## src/rtl/vga_panel_pkg.sv

```systemverilog
// Shared types and constants for the synth front-panel marker plotter.
// Holds the key position table, the plotter state enum and default screen constants.
package vga_panel_pkg;

    typedef enum logic [1:0] {
        ST_IDLE  = 2'd0,
        ST_ERASE = 2'd1,
        ST_DRAW  = 2'd2,
        ST_DONE  = 2'd3
    } state_t;

    localparam int         DEF_X_SCREEN  = 320;
    localparam int         DEF_Y_SCREEN  = 240;
    localparam logic [2:0] DEF_BG_COLOUR = 3'b111;
    localparam int         POS_X_W       = 9;
    localparam int         POS_Y_W       = 8;

    // Top-left corner {x, y} of each key's marker; unknown keys map to the origin.
    function automatic logic [POS_X_W+POS_Y_W-1:0] key_pos(input int unsigned k);
        logic [POS_X_W-1:0] x;
        logic [POS_Y_W-1:0] y;
        x = '0;
        y = '0;
        case (k)
            0:       begin x = 9'd66;  y = 8'd124; end
            1:       begin x = 9'd81;  y = 8'd96;  end
            2:       begin x = 9'd99;  y = 8'd124; end
            3:       begin x = 9'd112; y = 8'd96;  end
            4:       begin x = 9'd131; y = 8'd124; end
            5:       begin x = 9'd161; y = 8'd124; end
            6:       begin x = 9'd174; y = 8'd96;  end
            7:       begin x = 9'd192; y = 8'd124; end
            8:       begin x = 9'd209; y = 8'd96;  end
            9:       begin x = 9'd224; y = 8'd124; end
            10:      begin x = 9'd245; y = 8'd96;  end
            11:      begin x = 9'd254; y = 8'd124; end
            default: begin x = '0;     y = '0;     end
        endcase
        return {x, y};
    endfunction

endpackage

```

## src/rtl/box_sweep.sv

```systemverilog
// Row-major col/row counter pair walking one BOX_W x BOX_H box, one pixel per step.
// Wraps to (0,0) after the last pixel so back-to-back phases need no restart.
module box_sweep #(
    parameter int BOX_W = 4,
    parameter int BOX_H = 4,
    parameter int CW    = (BOX_W > 1) ? $clog2(BOX_W) : 1,
    parameter int RW    = (BOX_H > 1) ? $clog2(BOX_H) : 1
) (
    input  logic          i_clk,
    input  logic          i_rst_n,
    input  logic          i_start,
    input  logic          i_step,
    output logic [CW-1:0] o_col,
    output logic [RW-1:0] o_row,
    output logic          o_last
);

    logic [CW-1:0] r_col;
    logic [RW-1:0] r_row;
    logic          w_col_end;
    logic          w_row_end;

    assign w_col_end = (r_col == CW'(BOX_W - 1));
    assign w_row_end = (r_row == RW'(BOX_H - 1));
    assign o_last    = w_col_end && w_row_end;
    assign o_col     = r_col;
    assign o_row     = r_row;

    always_ff @(posedge i_clk or negedge i_rst_n) begin
        if (!i_rst_n) begin
            r_col <= '0;
            r_row <= '0;
        end else if (i_start) begin
            r_col <= '0;
            r_row <= '0;
        end else if (i_step) begin
            if (w_col_end) begin
                r_col <= '0;
                r_row <= w_row_end ? '0 : r_row + 1'b1;
            end else begin
                r_col <= r_col + 1'b1;
            end
        end
    end

endmodule

```

## src/rtl/vga_marker_plotter.sv

```systemverilog
// Erases the previous key marker and draws a new filled box as a pixel-write stream,
// holding one pending request (latest wins) while a sweep is in progress.
module vga_marker_plotter
    import vga_panel_pkg::*;
#(
    parameter int               BOX_W     = 4,
    parameter int               BOX_H     = 4,
    parameter int               NUM_KEYS  = 12,
    parameter int               KEY_W     = 4,
    parameter int               X_W       = 9,
    parameter int               Y_W       = 8,
    parameter int               COL_W     = 3,
    parameter int               X_SCREEN  = DEF_X_SCREEN,
    parameter int               Y_SCREEN  = DEF_Y_SCREEN,
    parameter logic [COL_W-1:0] BG_COLOUR = COL_W'(DEF_BG_COLOUR),
    parameter int               KEY11_X   = 254
) (
    input  logic                     iClock,
    input  logic                     iResetn,
    input  logic                     iReq,
    input  logic [KEY_W-1:0]         iKey,
    input  logic [COL_W-1:0]         iColour,
    input  logic                     iClear,
    output logic [X_W-1:0]           oX,
    output logic [Y_W-1:0]           oY,
    output logic [COL_W-1:0]         oColour,
    output logic                     oPlot,
    output logic                     oBusy,
    output logic                     oDone,
    output logic                     oErr,
    output state_t                   oDbgState,
    output logic [KEY_W+COL_W:0]     oDbgMarker
);

    localparam int CW = (BOX_W > 1) ? $clog2(BOX_W) : 1;
    localparam int RW = (BOX_H > 1) ? $clog2(BOX_H) : 1;

    state_t             r_state;
    logic               r_act_clear;
    logic [KEY_W-1:0]   r_act_key;
    logic [COL_W-1:0]   r_act_col;
    logic               r_pend_valid;
    logic               r_pend_clear;
    logic [KEY_W-1:0]   r_pend_key;
    logic [COL_W-1:0]   r_pend_col;
    logic               r_mk_valid;
    logic [KEY_W-1:0]   r_mk_key;
    logic [COL_W-1:0]   r_mk_col;

    logic               w_key_ok, w_bad, w_new, w_have, w_sweeping, w_last, w_on_screen;
    logic               w_src_clear;
    logic [KEY_W-1:0]   w_src_key, w_pix_key;
    logic [COL_W-1:0]   w_src_col, w_pix_col;
    logic [CW-1:0]      w_col;
    logic [RW-1:0]      w_row;
    logic [POS_X_W+POS_Y_W-1:0] w_pos;
    logic [X_W-1:0]     w_kx;
    logic [Y_W-1:0]     w_ky;
    logic [X_W:0]       w_x_sum;
    logic [Y_W:0]       w_y_sum;

    // A bad key drops the whole input cycle, including any simultaneous clear.
    assign w_key_ok    = (32'(iKey) < NUM_KEYS);
    assign w_bad       = iReq && !w_key_ok;
    assign w_new       = (iReq && w_key_ok) || (!iReq && iClear);
    assign w_have      = w_new || r_pend_valid;
    assign w_src_clear = w_new ? !iReq   : r_pend_clear;
    assign w_src_key   = w_new ? iKey    : r_pend_key;
    assign w_src_col   = w_new ? iColour : r_pend_col;

    assign w_sweeping  = (r_state == ST_ERASE) || (r_state == ST_DRAW);
    assign w_pix_key   = (r_state == ST_ERASE) ? r_mk_key : r_act_key;
    assign w_pix_col   = (r_state == ST_ERASE) ? BG_COLOUR : r_act_col;
    assign w_pos       = key_pos(32'(w_pix_key));
    assign w_kx        = (32'(w_pix_key) == 11) ? X_W'(KEY11_X) : X_W'(w_pos[POS_X_W+POS_Y_W-1:POS_Y_W]);
    assign w_ky        = Y_W'(w_pos[POS_Y_W-1:0]);
    assign w_x_sum     = {1'b0, w_kx} + (X_W+1)'(w_col);
    assign w_y_sum     = {1'b0, w_ky} + (Y_W+1)'(w_row);
    assign w_on_screen = (32'(w_x_sum) < X_SCREEN) && (32'(w_y_sum) < Y_SCREEN);

    assign oDbgState   = r_state;
    assign oDbgMarker  = {r_mk_valid, r_mk_key, r_mk_col};

    box_sweep #(.BOX_W(BOX_W), .BOX_H(BOX_H), .CW(CW), .RW(RW)) u_sweep (
        .i_clk   (iClock),
        .i_rst_n (iResetn),
        .i_start (!w_sweeping),
        .i_step  (w_sweeping),
        .o_col   (w_col),
        .o_row   (w_row),
        .o_last  (w_last)
    );

    always_ff @(posedge iClock or negedge iResetn) begin
        if (!iResetn) begin
            r_state      <= ST_IDLE;
            r_act_clear  <= 1'b0;
            r_act_key    <= '0;
            r_act_col    <= '0;
            r_pend_valid <= 1'b0;
            r_pend_clear <= 1'b0;
            r_pend_key   <= '0;
            r_pend_col   <= '0;
            r_mk_valid   <= 1'b0;
            r_mk_key     <= '0;
            r_mk_col     <= '0;
            oX           <= '0;
            oY           <= '0;
            oColour      <= '0;
            oPlot        <= 1'b0;
            oBusy        <= 1'b0;
            oDone        <= 1'b0;
            oErr         <= 1'b0;
        end else begin
            oDone <= 1'b0;
            oErr  <= w_bad;
            oPlot <= 1'b0;
            oBusy <= (r_state != ST_IDLE);
            case (r_state)
                ST_IDLE: begin
                    if (w_new) begin
                        r_act_clear <= w_src_clear;
                        r_act_key   <= w_src_key;
                        r_act_col   <= w_src_col;
                        if (r_mk_valid)       r_state <= ST_ERASE;
                        else if (w_src_clear) oDone   <= 1'b1;
                        else                  r_state <= ST_DRAW;
                    end
                end
                ST_ERASE, ST_DRAW: begin
                    oX      <= w_x_sum[X_W-1:0];
                    oY      <= w_y_sum[Y_W-1:0];
                    oColour <= w_pix_col;
                    oPlot   <= w_on_screen;
                    if (w_new) begin
                        r_pend_valid <= 1'b1;
                        r_pend_clear <= w_src_clear;
                        r_pend_key   <= w_src_key;
                        r_pend_col   <= w_src_col;
                    end
                    if (w_last) begin
                        if (r_state == ST_DRAW) begin
                            r_mk_valid <= 1'b1;
                            r_mk_key   <= r_act_key;
                            r_mk_col   <= r_act_col;
                            r_state    <= ST_DONE;
                        end else if (r_act_clear) begin
                            r_mk_valid <= 1'b0;
                            r_state    <= ST_DONE;
                        end else begin
                            r_state    <= ST_DRAW;
                        end
                    end
                end
                ST_DONE: begin
                    oDone        <= 1'b1;
                    r_pend_valid <= 1'b0;
                    // Chain straight into the next request so no IDLE cycle appears.
                    if (w_have) begin
                        r_act_clear <= w_src_clear;
                        r_act_key   <= w_src_key;
                        r_act_col   <= w_src_col;
                        if (r_mk_valid)       r_state <= ST_ERASE;
                        else if (w_src_clear) r_state <= ST_DONE;
                        else                  r_state <= ST_DRAW;
                    end else begin
                        r_state <= ST_IDLE;
                    end
                end
                default: r_state <= ST_IDLE;
            endcase
        end
    end

endmodule

```

## config.mk

```make
export PLATFORM = sky130hd
export DESIGN_NAME = vga_marker_plotter
export DESIGN_NICKNAME = d
export VERILOG_FILES = /design/src/rtl/vga_panel_pkg.sv /design/src/rtl/box_sweep.sv /design/src/rtl/vga_marker_plotter.sv
export SDC_FILE = /design/constraint.sdc
export NUM_CORES = 1
export LEC_CHECK = 0
export BUFFER_PORTS_ARGS = -buffer_cell sky130_fd_sc_hd__buf_2
export CAP_MARGIN = 40
export CORE_MARGIN = 5
export CORE_UTILIZATION = 25
export CTS_BUF_LIST = sky130_fd_sc_hd__clkbuf_8
export DETAILED_ROUTE_END_ITERATION = 7
export PLACE_DENSITY = 0.54
export SLEW_MARGIN = 10
export SYNTH_ARGS = -nofsm -noshare
export SYNTH_HDL_FRONTEND = slang
export SYNTH_SLANG_ARGS = --single-unit
```

## constraint.sdc

```tcl
create_clock -name iClock -period 4.1 [get_ports iClock]
set_clock_uncertainty 0.2 [all_clocks]
set_input_delay 0.82 -clock iClock [delete_from_list [all_inputs] [get_ports iClock]]
set_output_delay 0.82 -clock iClock [all_outputs]
set_load 0.005 [all_outputs]
```

After elaboration in Yosys (flattened, before gate mapping). Memories as Yosys holds them, arrays and structs flattened. Index checks and enable logic that the tools add are counted.

Bits in registers: 55. Memory bits (read-only): 208. Bits of input ports: 11. Output and inout port bits: 34. Memories: 1.

Add/subtract/negate cells: 4. Order comparisons: 3. Equal/unequal tests: 12. Mux-type cells: 39. Reduce and logical (&&, ||, !) cells: 22.

Memories: (no name shown) (words 16, bits a word 13, rd ports 1, clocked after memory_dff 0, wr ports 0, line vga_panel_pkg.sv:24) `case (k)`.

Operator list (count): 2-bit two-way mux (11); 4-bit two-way mux (4); 1-bit two-way mux (13); 3-bit two-way mux (4); 3-bit AND reduction (4); 9-bit by 2-bit adder with 10-bit output (1); 10-bit by 9-bit < comparator with 1-bit output (second input constant) (1); 8-bit by 2-bit adder with 9-bit output (1); 9-bit by 8-bit < comparator with 1-bit output (second input constant) (1); 9-bit two-way mux (1); 2-bit == test (second input constant) (4); 2-bit inequality test (second input constant) (4); 4-bit one-hot mux with 2 select lines (1); 2-bit nonzero test (4); 1-bit one-hot mux with 2 select lines (3); 2-bit one-hot mux with 3 select lines (1); 3-bit one-hot mux with 2 select lines (1); 1-bit logical AND (5); 2-bit by 1-bit adder with 2-bit output (second input constant) (2); 4-bit == test (second input constant) (1); 4-bit < comparator (second input constant) (1); 2-bit AND reduction (2); 1-bit logical OR (3); 3-bit inequality test (second input constant) (1); other kinds (5) (6).

Depth between registers and ports, before layout. Gate-level depths: netlist (run 1).

Depth in word-level cells: 8. Gate-level depth with buffers: 15. Depth with buffers taken out: 14.

By module. From an unflattened synthesis (run 1), not the netlist that was laid out.

Cells, all modules: 249. Area total of the unflattened synthesis: 2682.6 um^2.

Modules (own cells, without submodules): vga_marker_plotter (times used 1, cells each 230, area an instance 2468.6 um^2, sequential area each 1176.1 um^2); box_sweep (times used 1, cells each 19, area an instance 214.0 um^2, sequential area each 100.1 um^2).

Least setup slack after synthesis (run 1). OpenSTA, ideal clock, no wires.

Kind: flip-flop to flip-flop. Start: register r_state[1] (netlist: oDbgState[1]). End: register oX[4]. Library setup time: 0.125 ns. Data arrival time: 3.224 ns. Setup slack: 0.551 ns. Cell stages (with the launch flop): 15. Buffers on the path: 1. Period minus slack after synthesis: 3.549 ns. Cell sequence: dfrtp_1 > inv_1 > ha_1 > mux2_2 > inv_1 > ha_1 > clkbuf_1 > and2_4 > o21a_1 > a221oi_1 > ha_1 > fa_1 > a311oi_1 > a31oi_1 > mux2_2.

Cells in the longest elaborated chain, start to end: 5. Elaborated cells between the ends (all ways): 8.

Ends and longest elaborated chain: start: declaration (line vga_marker_plotter.sv:38) `state_t r_state;`; start signal: assignment (line vga_marker_plotter.sv:96) `r_state <= ST_IDLE;`; start signal: assignment (line vga_marker_plotter.sv:125) `if (r_mk_valid) r_state <= ST_ERASE;`; start signal: assignment (line vga_marker_plotter.sv:127) `else r_state <= ST_DRAW;`; 2-bit by 1-bit == test with 1-bit output (line vga_marker_plotter.sv:72, vga_marker_plotter.sv:119); 4-bit two-way mux (line vga_marker_plotter.sv:72) `assign w_pix_key = (r_state == ST_ERASE) ? r_mk_key : r_act_key;`; memory 16 x 13 bit / 4-bit == test (equally long branches); 9-bit two-way mux (line vga_marker_plotter.sv:75) `assign w_kx = (32'(w_pix_key) == 11) ? X_W'(KEY11_X) : X_W'(w_pos[POS_X_W+POS_Y_W-1:POS_Y_W]);`; 9-bit by 2-bit adder with 10-bit output (line vga_marker_plotter.sv:77) `assign w_x_sum = {1'b0, w_kx} + (X_W+1)'(w_col);`; end signal: assignment (line vga_marker_plotter.sv:131) `oX <= w_x_sum[X_W-1:0];`; end: declaration (line vga_marker_plotter.sv:24) `output logic [X_W-1:0] oX,`.

Several ways; a longest one is shown, not always the timed one. A chain may end at the register's enable or synchronous reset.

Worst setup path after layout (run 1).
Start: register r_state[1] (netlist: oDbgState[1]). End: register oX[8].

The elaborated chain is that of the path after synthesis.

==> results.txt, run 1 <==
The top-area cell type share of the netlist area is 0.467, and the async set or reset register ratio after synthesis is 1.00. For this run, the post-layout net count is 324. The type of the most critical hold path is in2async.

The tools report the post-detailed-routing wire length as 6.23 mm. The run gives 3060 µm² as the cell area after placement. Setup repair after global routing left no endpoint under its margin.

The critical path is of the reg2reg type. The number of setup buffers added after CTS came out at 0. Summed over all instances, the cell type with the most area after synthesis is dfrtp_1. The number of buffers inserted during clock tree synthesis is 5, and the post-synthesis cell type count is 54. The final weighted congestion of routability-driven global placement was 0.831. After detailed routing, the number of remaining DRC violations is 0.

Synthesis produced a netlist with a net count of 284. Based on the critical path, the design can be clocked at up to 0.273 GHz. The run finished with clean final reports.

Setup violations remaining at the end of the flow were counted as 0. Area added between synthesis and finish: 15.5%. The fraction of final layout cells with drive strength greater than 1 came out at 0.300.

0 antenna diodes ended up in the layout. Leaving out filler cells and counting taps, the final layout contains 440. For the placeable core region, the log shows 10,800 µm². In this run the remaining antenna-violating nets after routing total 0.

The final critical-path share of the clock period is 0.895. The number of buffers inserted for hold repair after clock tree synthesis is 0, and the total number of vias is 2,035. A synthesized cell averages 10.6 µm². The largest stage delay on the critical path works out to 480 ps. In this run the register-to-register setup slack is 430 ps. The number of global-route vias before repair came out at 1,961. For the final routed database, the setup TNS stands at 0 ps.

The leading register cell type out of synthesis was dfrtp_1. The number of buffers and inverters on the critical path is 2. Number of cell rows: 38. Counting every instance in the synthesized netlist gives 259. The first global-routing pass estimated 10.5 mm of wire.

The number of instances resized during post-cts repair was 0. The logs give 0.00253 W for the post-route total power and 2 for the buffer depth of the longest clock path. The synthesized design contains 0 enable-type register cells. The run gives 0.100 as the global-route usage over all layers. The starting density of the core is 0.253, and the violation count after the first detailed-routing iteration is 106.

The total of warnings raised by yosys came out at 0. TritonCTS built the clock tree. The detail-routed net length per standard cell is 14.2 µm, and the ratio of total power to cell area is 801 nW/µm².

The overall overflow remaining after global route is 0. After clock tree synthesis, the clock-pin slew on the worst setup and hold paths is 110 ps. The die area was 13,100 µm². The synthesized design contains 51 register bits.

Largest delay contributor family on the critical path: adder cells. The kind of capture point of the worst setup path was a flop. Max-cap violations in this run came to 0.

By instance count, the cell type seen most on the critical path is ha_1. The critical path startpoint category is a flop. CTS saw 51 sinks. The logs give 33 for the largest net degree at the start of global routing and 432 for the number of placed instances, taps included. The tools report the sequential fraction of the synthesis area as 0.467. The die is 115 µm tall. The worst max-slew margin expressed relative to the limit is 0.455, and the peak ir drop on the vdd network is 0.000274 V. The signal arrival time at the worst endpoint is 3670 ps, and the die span in x is 115 µm. The tools report the estimated wirelength of the detail-placed design as 4.64 mm.

The H-tree generated during clock tree synthesis spans 2 levels. For the pin with the worst max-slew slack, the measured transition is 797 ps. The first detailed-routing pass ran for 5 iterations. The worst path in the final design needs a cycle of 3670 ps, including I/O delays and setup. For the worst setup path, the data required time is 4100 ps.

Of all nets on the critical path, the largest fanout is 11. Buffers placed on the I/O ports in this run total 43. The cell sitting at the root of the clock tree is a clkbuf_8.

Hold timing on the final database bottoms out at a slack of 273 ps. For the number of max-slew violations in the final report, the log shows 0. Summing every instance area after synthesis gives 2730 µm².

Among all stages on the critical path, the largest delay is contributed by fa_1. The initial antenna violation count came out at 0. Source-to-sink clock delay at the later pin of the worst-skew pair: 310 ps.

The final hold violation count came out at 0. Leaving out fill and tap cells, the most frequent cells in the layout are dfrtp_1, buf_2, nor2_1. The signal on the critical path passes through inv_1 > ha_1 > mux2_2 > inv_1 > ha_1 > and2_4 > o21a_1 > a221oi_1 > ha_1 > fa_1 > o211a_1 > a21boi_2 > a31o_2. Ranked by total cell area, the synthesized netlist is headed by dfrtp_1, mux2_2, ha_1, nor2_1, o21ai_0. Most common cell after layout, fill and taps aside: dfrtp_1.

The tools report the leakage power total as 1.49 nW. Summing all non-filler instances in the final layout gives an area of 3160 µm². Dividing the detail-routed via count by the number of cells gives 4.63. During I/O placement, the number of pins put on the boundary was 45.
[through the flow]
step                utilization  worst slack [ps]
floorplan                     -               551
global placement          0.284               549
detailed placement        0.284               459
CTS                       0.292               423
global route              0.292               223
finish                    0.292               431
[metal layers]
| layer | track usage | share of wire | vias up |
|---|---|---|---|
| li1 | - | - | 995 |
| met1 | 0.138 | 0.46 | 983 |
| met2 | 0.156 | 0.47 | 48 |
| met3 | 0.0217 | 0.046 | 9 |
| met4 | 0.0348 | 0.020 | 0 |
| met5 | 0 | 0 | - |
[where the power goes]
part           switching [W]  internal (W)  total [W]
registers           0.000126      0.000701   0.000827
logic               0.000779      0.000608    0.00139
clock network       0.000187      0.000126   0.000313
total                0.00109       0.00143    0.00253
[cells in the mapped netlist, drive strengths merged (2+ instances only)]
cell type  count
xor2           2
mux2          24
nor2          30
nand4          2
a2111oi        2
and2           2
dfrtp         51
and3           2
nor2b          4
nand3b         2
o22a           2
nand2b         3
nand3          4
o21ai         18
ha            13
a31oi          3
mux2i          7
o221ai         3
o31ai          4
buf            8
nor3           6
nand2         14
clkbuf         5
a21oi         17
inv           12
o211ai         2
[sequential cells by signal, indices dropped and copies added, names as in the netlist]
name and cells:
r_pend_valid 1, oPlot 1, r_mk_key 4, u_sweep.o_row 2
r_pend_key 4, r_act_clear 1, oErr 1, oColour 3
oDone 1, oY 4, r_pend_col 3, oX 9
u_sweep.o_col 2, r_act_key 4, r_act_col 3, r_mk_col 3
r_pend_clear 1, oBusy 1, oDbgState 2, r_mk_valid 1
[final cells by class]
class	count	area, µm²
fill	1145	7640
multi-input combinational	182	1320
sequential	51	1280
timing repair buffer	46	238
clock buffer	5	68.8
inverter	13	48.8
tap	140	175
clock inverter	3	26.3
[logic make-up (layout without fill, tap and decap cells)]
family          count (synthesis)  after routing  synth area share
compound gates                 64             64             0.162
xor+xnor                        2              2           0.00641
fa+ha+maj                      14             14            0.0669
buf+inv                        26             67            0.0485
flops                          51             51             0.467
mux                            31             31             0.126
other cells                     1              1           0.00137
simple gates                   70             70             0.122
[final timing paths]
| check | startpoint | end | cells past startpoint |
|---|---|---|---|
| max in group asynchronous | iResetn | oDbgState[1]$_DFFE_PN0P_ | 2 |
| worst min-delay path | iResetn | oX[4]$_DFFE_PN0N_ | 1 |
| worst max-delay path | oDbgState[1]$_DFFE_PN0P_ | oX[8]$_DFFE_PN0N_ | 13 |
| min in group iClock | u_sweep.o_col[0]$_DFF_PN0_ | u_sweep.o_col[0]$_DFF_PN0_ | 1 |
| worst max register to register | oDbgState[1]$_DFFE_PN0P_ | oX[8]$_DFFE_PN0N_ | 13 |
| worst min register to register | u_sweep.o_col[0]$_DFF_PN0_ | u_sweep.o_col[0]$_DFF_PN0_ | 1 |
No activity file was read; power rests on OpenSTA's default activity.
==> run 2: changes to the inputs <==
--- a/config.mk
+++ b/config.mk
@@ -11,8 +11,9 @@
 export CORE_UTILIZATION = 25
 export CTS_BUF_LIST = sky130_fd_sc_hd__clkbuf_8
 export DETAILED_ROUTE_END_ITERATION = 7
+export GPL_ROUTABILITY_DRIVEN = 0
 export PLACE_DENSITY = 0.54
-export SLEW_MARGIN = 10
+export SLEW_MARGIN = 5
 export SYNTH_ARGS = -nofsm -noshare
 export SYNTH_HDL_FRONTEND = slang
 export SYNTH_SLANG_ARGS = --single-unit
==> constraint.sdc (replaced) <==
create_clock -name iClock -period 4.5 [get_ports iClock]
set_clock_uncertainty 0.2 [all_clocks]
set_input_delay 0.9 -clock iClock [delete_from_list [all_inputs] [get_ports iClock]]
set_output_delay 0.9 -clock iClock [all_outputs]
set_load 0.005 [all_outputs]
==> results.txt, run 2 (synthesis gave the netlist of run 1 again) <==
Clock latency on the worst-skew pair, taken at its later pin, is 310 ps. The analysis attributes to net switching a power of 0.00101 W. The largest individual stage delay along the critical path comes from the cell ha_1. Wires add up to 6.22 mm. After global routing the overflow that remains totals 0. Detail-routed net length per standard cell: 14.2 µm. For the number of setup buffers added after CTS, the log shows 0.

Setup total negative slack on the finished layout was measured at 0 ps. Clock tree synthesis inserted a total of 5 buffers. The worst min-delay path startpoint is u_sweep.o_col[0]$_DFF_PN0_.

The largest single stage delay on the critical path is 530 ps. The kind of capture point of the worst setup path was a flop. Type of the most critical hold path: reg2reg.

The tools report the starting density of the core as 0.253. The critical path is of the reg2reg type. The worst-case IR drop observed on VDD is 0.000279 V. Walking the worst path, the cells encountered are inv_1 > ha_1 > mux2_2 > inv_1 > ha_1 > and2_4 > o21a_1 > a221oi_1 > ha_1 > fa_1 > a311oi_1 > a31oi_1 > mux2_2. The register with the most flip-flops in the layout has 9 of them. The tools report the met3 layer usage reported by global route as 0.0206. The remaining antenna violation count is 0. The die height was 115 µm.

After clock tree synthesis, the clock-pin slew on the worst setup and hold paths is 110 ps. The number of max-slew violations in the final report came out at 0. The critical path startpoint category was a flop. Final hold violation count: 0. The worst register-to-register path begins at oDbgState[1]$_DFFE_PN0P_.

Setup repair after global routing left no endpoint under its margin. The tools report the die area as 13,100 µm². The final antenna diode count came out at 0. The final critical-path share of the clock period is 0.893. The logs give 1.48 nW for the leakage power total and 0.00131 W for the internal power component.

In this run, post-CTS hold repair placed 0 buffers. The tools report the buffer depth of the longest clock path as 2. The logs give 0.163 for the met2 layer usage reported by global route and 2 for the level count of the clock H-tree. Along the worst path, the maximum fanout reaches 15.

STA puts the critical path data required time at 4510 ps. On the critical path the largest part of the delay comes from adder cells. The count of cells in the finished layout, fillers not included, comes to 439.

The clock share of power is 0.129, and the number of cell rows is 38. The maximum clock frequency is 0.249 GHz, and the initial antenna violation count is 0. The busiest metal layer after global routing was met2. In the routed design, unresolved DRC markers number 0. After detailed placement, the design holds a cell count of 431. The number of instances resized during post-cts repair was 0; the number of global-route vias before repair was 2,083.

The area added between synthesis and finish was 15.5%. The run gives 52 as the largest net degree at the start of global routing. The tree is rooted in a clkbuf_8. The count of buffering cells on the critical path with inverters included is 2. The placeable core region came out at 10,800 µm². On the final layout, the worst hold slack is 305 ps. TritonCTS built the clock tree. The violation count after the first detailed-routing iteration is 80, and the total number of vias is 2,002. The worst max-slew margin expressed relative to the limit was 0.451.

After detailed routing, the number of vias per cell comes to 4.56. The number of buffer cells added on primary ports is 43. The flow ran to the end, and the final reports show no timing, DRC or antenna violations.

The actual transition at the worst max-transition pin is 802 ps. Share of power burned in combinational logic: 0.547. The first detailed-routing pass ran for 4 iterations. After legalization and detailed placement, the total HPWL measured 4.57 mm. The tools report the share of power burned in registers as 0.324.

The cell repeated most along the worst path was ha_1. The met1 routing resource usage after global routing came out at 0.135. The first global-routing pass estimated 10.7 mm of wire.

In this run the power density over the cells is 734 nW/µm². The number of maximum-capacitance violations was 0. In this run the worst setup path begins at oDbgState[1]$_DFFE_PN0P_.

Measured along the x axis, the die boundary spans 115 µm. The tools report the final setup violation count as 0. 45 I/O pins were placed. In the layout the commonest cells are dfrtp_1, buf_2, nor2_1.

The time the final worst path needs with I/O delays and setup was 4020 ps; the number of nets at the end of the flow was 323. Most common cell after layout, fill and taps aside: dfrtp_1. The run gives 0.100 as the global-route usage over all layers.

The fraction of final layout cells with drive strength greater than 1 was 0.298. Data arrives at the worst endpoint at 4020 ps. The proportion of total power due to net switching is 0.435, and the clock sink total is 51.

The register name with the most flops is oX. Overall power consumption after layout is estimated at 0.00232 W.
-- run 2: per-layer routing --
| metal | wire length (µm) | vias up |
|---|---|---|
| met3 | 228 | 7 |
| met5 | 0 | - |
| met1 | 2900 | 965 |
| li1 | - | 999 |
| met2 | 2990 | 31 |
| met4 | 110 | 0 |
-- run 2: power groups by stage --
| stage | registers (W) | clock network, W | logic [W] |
|---|---|---|---|
| floorplan | 0.000748 | 0 | 0.000960 |
| global placement | 0.000760 | 0 | 0.00127 |
| detailed placement | 0.000763 | 0 | 0.00129 |
| CTS | 0.000753 | 0.000312 | 0.00129 |
| global route | 0.000781 | 0.000329 | 0.00144 |
| finish | 0.000751 | 0.000299 | 0.00127 |
-- run 2: per-stage QoR --
stage	util	cell area (µm²)	setup WS, ps
after global routing	0.292	3160	221
after floorplan	-	2730	951
after CTS	0.292	3160	480
after detailed placement	0.283	3050	498
final	0.292	3160	481
after global placement	0.283	3050	604
-- run 2: path summary, 6_finish.rpt --
check                                             end  slack (ps)  depth (start not counted)
max                                 oX[4]$_DFFE_PN0N_         480                         13
min                        u_sweep.o_col[0]$_DFF_PN0_         300                          1
max reg2reg                         oX[4]$_DFFE_PN0N_         480                         13
min reg2reg                u_sweep.o_col[0]$_DFF_PN0_         300                          1
max in group asynchronous    oDbgState[1]$_DFFE_PN0P_        3160                          2
min in group asynchronous           oX[6]$_DFFE_PN0N_         500                          2
-- run 2: final cells by class --
class	count	area (µm²)
repair buffers	45	230
clock inverters	3	33.8
clock buffers	5	68.8
well taps	140	175
multi-input cells	182	1320
flip-flops and latches	51	1280
inverters	13	48.8
fillers	1112	7640
-- run 2: worst reg2reg max path: cells and delay by family, from the launching register on --
family	cells	cell delay, ps
adder cells (fa/ha/maj)	4	1610
multiplexers	2	710
flip-flops	1	450
AO/OA/AOI/OAI	4	460
AND/OR/NAND/NOR	1	220
buffers and inverters	2	260
